<file path="src/rtl/column_window_writer.sv">
// -----------------------------------------------------------------------------
// column_window_writer
//
// Consumer end of the row-buffer column stream. Each accepted K-pixel column is
// shifted into a KxK window register; once a band row has delivered at least K
// columns, every further column completes a window whose box sum is written to
// the output memory in raster order. done is raised once the final write has
// left the two-stage pipeline and stays high until the next start.
//
// Ports
//   clk        rising-edge clock
//   rst_n      synchronous active-low reset
//   start      begins an image (honoured in IDLE and DONE only)
//   col_valid  col_in carries a valid column this cycle
//   col_in     K pixels; LS slice = oldest (top) row, MS slice = newest row
//   col_ready  high while RUN; accept = col_valid && col_ready
//   wr_en      output memory write strobe (one cycle per window)
//   wr_addr    output memory address, row-major window index
//   wr_data    KxK box sum, zero-extended; holds when wr_en=0
//   done       image complete, held until the next start
// -----------------------------------------------------------------------------
module column_window_writer #(
    parameter int K               = 3,
    parameter int PIXEL_WIDTH     = 8,
    parameter int IMG_WIDTH       = 16,
    parameter int IMG_HEIGHT      = 16,
    parameter int SUM_WIDTH       = 12,
    parameter int OMEM_ADDR_WIDTH = 8
) (
    input  logic                       clk,
    input  logic                       rst_n,
    input  logic                       start,
    input  logic                       col_valid,
    input  logic [K*PIXEL_WIDTH-1:0]   col_in,
    output logic                       col_ready,
    output logic                       wr_en,
    output logic [OMEM_ADDR_WIDTH-1:0] wr_addr,
    output logic [SUM_WIDTH-1:0]       wr_data,
    output logic                       done
);

    localparam int CW = $clog2(IMG_WIDTH);
    localparam int BW = $clog2(IMG_HEIGHT - K + 2);

    typedef enum logic [1:0] {
        S_IDLE,
        S_RUN,
        S_FLUSH,
        S_DONE
    } state_t;

    state_t                     r_state;
    logic [CW-1:0]              r_col_cnt;
    logic [BW-1:0]              r_band_cnt;
    logic [OMEM_ADDR_WIDTH-1:0] r_wr_cnt;
    logic                       r_col_ready;
    logic                       r_emit;
    logic                       r_wr_en;
    logic [OMEM_ADDR_WIDTH-1:0] r_wr_addr;
    logic [SUM_WIDTH-1:0]       r_wr_data;
    logic                       r_done;

    // r_win[c][r]: column c (0 = oldest), row r (0 = top).
    logic [PIXEL_WIDTH-1:0]     r_win [K][K];

    logic                       w_accept;
    logic                       w_last_col;
    logic                       w_last_band;
    logic [SUM_WIDTH-1:0]       w_sum;

    assign w_accept    = col_valid && r_col_ready;
    assign w_last_col  = (r_col_cnt == CW'(IMG_WIDTH - 1));
    assign w_last_band = (r_band_cnt == BW'(IMG_HEIGHT - K));

    // NOTE: w_sum is given a default before the loop accumulates into it with
    // blocking assignments; without the default this block would infer a latch.
    always_comb begin
        w_sum = '0;
        for (int c = 0; c < K; c++) begin
            for (int r = 0; r < K; r++) begin
                w_sum = w_sum + SUM_WIDTH'(r_win[c][r]);
            end
        end
    end

    always_ff @(posedge clk) begin
        if (!rst_n) begin
            r_state     <= S_IDLE;
            r_col_cnt   <= '0;
            r_band_cnt  <= '0;
            r_wr_cnt    <= '0;
            r_col_ready <= 1'b0;
            r_emit      <= 1'b0;
            r_wr_en     <= 1'b0;
            r_wr_addr   <= '0;
            r_wr_data   <= '0;
            r_done      <= 1'b0;
            // NOTE: the window is a small flop array, not a RAM, so it can be
            // cleared in reset like any other register.
            for (int c = 0; c < K; c++) begin
                for (int r = 0; r < K; r++) begin
                    r_win[c][r] <= '0;
                end
            end
        end else begin
            // Second pipeline stage: register the sum of the window completed
            // on the previous edge, together with its address.
            r_emit  <= 1'b0;
            r_wr_en <= r_emit;
            if (r_emit) begin
                r_wr_data <= w_sum;
                r_wr_addr <= r_wr_cnt;
                r_wr_cnt  <= r_wr_cnt + 1'b1;
            end

            case (r_state)
                S_IDLE, S_DONE: begin
                    if (start) begin
                        r_state     <= S_RUN;
                        r_col_ready <= 1'b1;
                        r_done      <= 1'b0;
                        r_col_cnt   <= '0;
                        r_band_cnt  <= '0;
                        r_wr_cnt    <= '0;
                    end
                end

                S_RUN: begin
                    if (w_accept) begin
                        for (int c = 0; c < K - 1; c++) begin
                            r_win[c] <= r_win[c + 1];
                        end
                        for (int r = 0; r < K; r++) begin
                            r_win[K-1][r] <= col_in[r*PIXEL_WIDTH +: PIXEL_WIDTH];
                        end
                        // Windows never span bands: the first K-1 columns of a
                        // band only refill the window.
                        r_emit <= (r_col_cnt >= CW'(K - 1));
                        if (w_last_col) begin
                            r_col_cnt  <= '0;
                            r_band_cnt <= r_band_cnt + 1'b1;
                            if (w_last_band) begin
                                r_state     <= S_FLUSH;
                                r_col_ready <= 1'b0;
                            end
                        end else begin
                            r_col_cnt <= r_col_cnt + 1'b1;
                        end
                    end
                end

                S_FLUSH: begin
                    // Leave once both pipeline stages are empty.
                    if (!r_emit && !r_wr_en) begin
                        r_state <= S_DONE;
                        r_done  <= 1'b1;
                    end
                end

                default: r_state <= S_IDLE;
            endcase
        end
    end

    assign col_ready = r_col_ready;
    assign wr_en     = r_wr_en;
    assign wr_addr   = r_wr_addr;
    assign wr_data   = r_wr_data;
    assign done      = r_done;

endmodule

</file>
<file path="config.mk">
export PLATFORM = sky130hd
export DESIGN_NAME = column_window_writer
export DESIGN_NICKNAME = d
export VERILOG_FILES = /design/src/rtl/column_window_writer.sv
export SDC_FILE = /design/constraint.sdc
export NUM_CORES = 1
export LEC_CHECK = 0
export ABC_AREA = 1
export CORE_ASPECT_RATIO = 0.8
export CORE_UTILIZATION = 53
export DETAILED_ROUTE_END_ITERATION = 8
export GPL_ROUTABILITY_DRIVEN = 0
export GPL_TIMING_DRIVEN = 0
export PLACE_DENSITY = 0.83
export SETUP_SLACK_MARGIN = 0.2
export SKIP_CTS_REPAIR_TIMING = 1
export SLEW_MARGIN = 25
export SYNTH_ARGS = -nofsm -noshare
export SYNTH_HDL_FRONTEND = slang
export SYNTH_SLANG_ARGS = --single-unit
</file>
<file path="constraint.sdc">
create_clock -name clk -period 6.4 [get_ports clk]
set_clock_uncertainty 0.05 [all_clocks]
set_input_delay 0.64 -clock clk [delete_from_list [all_inputs] [get_ports clk]]
set_output_delay 0.64 -clock clk [all_outputs]
set_load 0.05 [all_outputs]
</file>
==> results of run 1 <==
cell families (layout without fill, tap and decap cells):
| logic type | after synthesis | in the layout | share of synthesized area |
|---|---|---|---|
| XOR/XNOR | 8 | 8 | 0.01104 |
| flip-flops | 114 | 114 | 0.4732 |
| AND/OR/NAND/NOR | 231 | 231 | 0.1479 |
| adder cells (fa/ha/maj) | 75 | 75 | 0.2118 |
| AO/OA/AOI/OAI | 45 | 45 | 0.03608 |
| buffers and inverters | 201 | 286 | 0.1201 |
synth_stat cells (6+ instances only):
cell type  number  share of area
ha_1           21          0.041
nand3_1        14          0.011
fa_1           54           0.17
edfxtp_1       72           0.34
inv_1         184           0.11
dfxtp_1        42           0.13
clkbuf_1        8         0.0047
buf_2           6         0.0047
o21ai_0        18          0.014
nand2_1        79          0.047
a21oi_1        26          0.021
nor2_1        120          0.071
tightest hold or removal path: cells and delay by family, from the launching register on:
family | cells | cell delay [ns]
flops | 1 | 0.31
compound gates | 1 | 0.05
simple gates | 1 | 0.06
worst min-delay path by stage:
| stage | from | end | slack [ns] | cells after the start |
|---|---|---|---|---|
| global route | wr_addr[1] | wr_addr[1] | 0.45 | 2 |
| CTS | r_wr_cnt[7] | r_wr_cnt[7] | 0.41 | 2 |
| global placement | r_wr_cnt[7] | r_wr_cnt[7] | 0.40 | 2 |
| floorplan | r_wr_cnt[7] | r_wr_cnt[7] | 0.39 | 2 |
| detailed placement | r_wr_cnt[7] | r_wr_cnt[7] | 0.40 | 2 |
| finish | r_wr_cnt[7] | r_wr_cnt[7] | 0.41 | 2 |
state kept, by name (all words and copies together) (netlist names):
| name | cells |
|---|---|
| done | 1 |
| r_col_cnt | 4 |
| r_state | 2 |
| r_emit | 1 |
| r_win | 72 |
| wr_data | 12 |
| r_wr_cnt | 8 |
| wr_en | 1 |
| r_band_cnt | 4 |
| wr_addr | 8 |
| col_ready | 1 |
routing by layer:
metal / global-route usage / vias to the layer above
met2: 0.3999 / 113
met1: 0.2501 / 2124
met3: 0.07036 / 32
met4: 0.09546 / 0
li1: - / 2155
met5: 0 / -
final cells by class:
class | count | area (sq um) | area share
sequential | 114 | 3003 | 0.3902
tap | 148 | 185.2 | 0.02407
multi-input combinational | 359 | 2592 | 0.3369
inverter | 187 | 701.9 | 0.09122
clock buffer | 26 | 543.0 | 0.07057
buffer | 14 | 60.06 | 0.007805
timing repair buffer | 53 | 570.5 | 0.07415
clock inverter | 6 | 38.79 | 0.005041
report_power, final:
group	leakage [nW]	internal, mW	total [mW]	switching [mW]
clock network	0.290	0.583	0.907	0.324
registers	1.08	0.843	0.883	0.0406
logic	2.18	0.553	1.39	0.840
metrics by stage:
step / util / instance area (sq um)
after detailed placement: 0.6129 / 7113
final: 0.6631 / 7695
after floorplan: - / 6346
after global placement: 0.6059 / 7032
after global routing: 0.6631 / 7695
after CTS: 0.6631 / 7695
==> metrics.txt, run 1 <==
DP Wirelength=roughly 9.3 mm; Max Cap Viol=0; global-route wire length before repair=approximately 21 mm; endpoints failing hold=0; die area=12,420 sq um; worst setup margin=approximately 2.3 ns; DRT met1 WL=between 5 and 6 mm; Total Neg Setup Slack=0 ns; Worst setup EP type=flop; asr flop ratio synth=0; delay-heaviest family, CP=adder cells; Layout area overhead=21.25%; CP Depth=18; GRT Util Overall=0.2243; status=completed; worst path arrival time=4.34 ns; YS warnings=0; Highest Clock Rate=roughly 250 MHz; Worst-path clk slew=~0.05 ns; Die H=between 90 and 100 um; CTS sink count=between 100 and 150; final period utilization=0.6377; Slew @ Worst Pin=~0.75 ns; Via Count=4,424; count of different cell masters after synthesis=24; Die Width=between 100 and 150 um; Syn Inst Count=~670; WHS=~0.4 ns; layout cells sized above 1=0.06456; CP Launch Type=flop; critical path capture point=wr_data[6]; PwrDens=roughly 410 nW/um^2; Overall Power=3.184 mW; Skew-Pair Late Insertion Delay=~0.42 ns; Fillers=872; Ant. Diodes=0; number of global-route vias before repair=around 4,800; Longest Clk Path Bufs=2; min Tclk post-route=4.082 ns; prevailing post-synth register cell=edfxtp_1; Mean Syn Cell Area=9.416 sq um; Detailed Routing Iterations Pass 1=5; Site Rows=35; RR Endpoint=wr_data[6]; initial antenna violation count=0; R2R Setup Slk=between 2 and 2.5 ns; CTS tree=built; Critical Path RT=between 6 and 7 ns; Slowest-stage cell, CP=fa_1; EDFF count, synth=72; Routed WL per cell=approximately 14 um; initial DRC count=around 230; Layout Cells excl Fill=~910; root buf cell=clkbuf_16; met2 WL=6.385 mm; CP max FO=3; Lkg Pwr=3.558 nW; VDD IR max=between 0.0003 and 0.0004 V; GRT overflow=0; most frequent cells in the layout=inv_1, nor2_1, nand2_1; crit path kind=reg2reg; slowest stage delay, CP=around 0.56 ns; vias per cell=4.878; pin count of the biggest net entering global routing=23; CTS HTree Levels=4; placed cells=roughly 880; CP Cell Sequence=inv_1 -> fa_1 -> inv_1 -> fa_1 -> fa_1 -> inv_1 -> fa_1 -> inv_1 -> ha_1 -> inv_1 -> fa_1 -> inv_1 -> nand2_1 -> nand2_1 -> nand2_1 -> xnor2_1 -> o21ai_0 -> inv_1; #FFs+latches synth=about 110; R2R cell count=18; met3 WL=approximately 610 um; # setup viols final=0; DR top layer=met4; mapped cell area=~6300 sq um; Remaining DRCs=0; cts bufs inserted=17; Routed Antenna Nets=0; pre-CTS WS=roughly 2.3 ns; WL final=roughly 12 mm; CP Launch Point=r_win[0][2]; sequential share of the synthesized area=0.4732; Post-Syn Nets=approximately 780; RSZ-0062 raised after global routing=no; worst path buffer plus inverter count=7; Reg-to-Reg Start=r_win[0][2]; Initial Util=0.5468; Port Buffers=50; core area=approximately 12,000 sq um; commonest non-fill, non-tap cell in the layout=inv_1; Net count, final=~850; pins over their slew limit=0; Max-slew headroom=0.4964; cell mode on critical path=inv_1; worst hold path type=reg2reg; num ports=about 50
(Power assumes the default switching activity.)
==> run 2: changes to the inputs <==
--- a/config.mk
+++ b/config.mk
@@ -7,11 +7,11 @@
 export LEC_CHECK = 0
 export ABC_AREA = 1
 export CORE_ASPECT_RATIO = 0.8
-export CORE_UTILIZATION = 53
+export CORE_UTILIZATION = 59
 export DETAILED_ROUTE_END_ITERATION = 8
 export GPL_ROUTABILITY_DRIVEN = 0
 export GPL_TIMING_DRIVEN = 0
-export PLACE_DENSITY = 0.83
+export PLACE_DENSITY = 0.87
 export SETUP_SLACK_MARGIN = 0.2
 export SKIP_CTS_REPAIR_TIMING = 1
 export SLEW_MARGIN = 25
==> constraint.sdc (replaced) <==
create_clock -name clk -period 4.1 [get_ports clk]
set_clock_uncertainty 0.05 [all_clocks]
set_input_delay 0.41 -clock clk [delete_from_list [all_inputs] [get_ports clk]]
set_output_delay 0.41 -clock clk [all_outputs]
set_load 0.05 [all_outputs]
==> metrics.txt, run 2 (synthesis results as in run 1) <==
GRT overflow=0; area of the multi-input gates=~2700 sq um; CTS sink count=~110; Skew-Pair Late Insertion Delay=0.42 ns; Max-slew headroom=0.5377; number of global-route vias before repair=approximately 4,800; num ports=about 50; CP max FO=3; pins over their slew limit=0; WHS=0.4200 ns; Reg-to-Reg Start=r_win[0][58]; Biggest register=r_win; pre-CTS WS=between 0.05 and 0.06 ns; Worst Hold Launch=r_wr_cnt[7]; Via Count=~4,700; vias per cell=5.181; most frequent cells in the layout=inv_1, nor2_1, nand2_1; Lkg Pwr=around 3.6 nW; RSZ-0062 raised after global routing=yes; Fillers=640; Die Width=118.0 um; worst setup margin=between 0.15 and 0.2 ns; cts bufs inserted=17; final period utilization=0.9580; Port Buffers=50; initial DRC count=between 200 and 300; Routed Antenna Nets=0; Layout area overhead=23.34%; Detailed Routing Iterations Pass 1=7; pin count of the biggest net entering global routing=23; Die H=roughly 95 um; PwrDens=712.2 nW/um^2; Highest Clock Rate=around 250 MHz; Sequential Area=3003 sq um; Worst-path clk slew=about 0.060 ns; Ant. Diodes=0; max reg flops=72; CP Launch Type=flop; Net count, final=~860; status=completed; Overall Power=approximately 5.6 mW; layout cells sized above 1=0.09542; crit path kind=reg2reg; VDD IR max=0.0004587 V; root buf cell=clkbuf_16; die area=about 11,000 sq um; CP Launch Point=r_win[0][58]; min Tclk post-route=3.928 ns; # setup viols final=0; worst hold path type=reg2reg; Slew @ Worst Pin=0.6934 ns; initial antenna violation count=0; worst path arrival time=about 4.2 ns; Initial Util=0.6123; CTS HTree Levels=4; DP Wirelength=9.300 mm; commonest non-fill, non-tap cell in the layout=inv_1; global-route wire length before repair=between 20 and 25 mm; CTS tree=built; Longest Clk Path Bufs=2; endpoints failing hold=0; GRT Util Overall=0.2657; Routed WL per cell=between 15 and 20 um; Total Neg Setup Slack=0 ns; Worst setup EP type=flop; Critical Path RT=4.37 ns; core area=approximately 10,000 sq um; Site Rows=33; Remaining DRCs=0; WL final=around 14 mm; Max Cap Viol=0
-- run 2: changes by cell type in the layout (fill, tap and decap cells not counted), moves of 3 or more --
| cell | previous run | this run |
|---|---|---|
| nand3_1 | 14 | 11 |
| buf_4 | 0 | 6 |
| ha_4 | 0 | 4 |
| inv_1 | 184 | 181 |
| inv_2 | 3 | 6 |
| ha_1 | 21 | 17 |
-- run 2: through the flow --
step	util	std cells	instance area [sq um]
detailed placement	0.6866	867	7116
global placement	0.6779	864	7025
CTS	0.7415	899	7685
floorplan	-	674	6350
finish	0.7553	905	7828
global route	0.7553	905	7828
-- run 2: path summary, 6_finish.rpt --
| check | end | cells after the start | slack, ns |
|---|---|---|---|
| worst min-delay path | r_wr_cnt[7] | 2 | 0.42 |
| worst max-delay path | wr_data[10] | 18 | 0.17 |
| worst max register to register | wr_data[10] | 18 | 0.17 |
| worst min register to register | r_wr_cnt[7] | 2 | 0.42 |
-- run 2: report_power, final --
part	switching, mW	internal [mW]
Sequential	0.0634	1.32
Combinational	1.65	1.15
Clock	0.516	0.886
Total	2.23	3.35
-- run 2: critical path, stage by stage, from the launching register on --
cell and delay (ns):
edfxtp_1 0.42, fa_1 0.61, fa_1 0.45, fa_1 0.54
inv_1 0.05, fa_1 0.44, inv_2 0.09, ha_4 0.13
inv_2 0.04, fa_2 0.36, inv_2 0.06, nand2_2 0.06
nand2_4 0.07, buf_4 0.12, nand3_4 0.07, nand3_2 0.07
nand3_1 0.07, nand2_1 0.07, inv_1 0.04
-- run 2: cell type report --
class | instances | area share
flip-flops and latches | 114 | 0.3836
multi-input cells | 359 | 0.3437
inverters | 187 | 0.08967
repair buffers | 59 | 0.08024
clock buffers | 24 | 0.06698
well taps | 140 | 0.02238
plain buffers | 14 | 0.007673
clock inverters | 8 | 0.005754
-- run 2: layer usage --
metal | share of wire | routed length [um] | GRT usage | vias up
met1 | 0.38 | 5238 | 0.3021 | 2295
li1 | - | - | - | 2167
met2 | 0.53 | 7354 | 0.4789 | 176
met5 | 0 | 0 | 0 | -
met3 | 0.059 | 816 | 0.07790 | 51
met4 | 0.027 | 366 | 0.1004 | 0
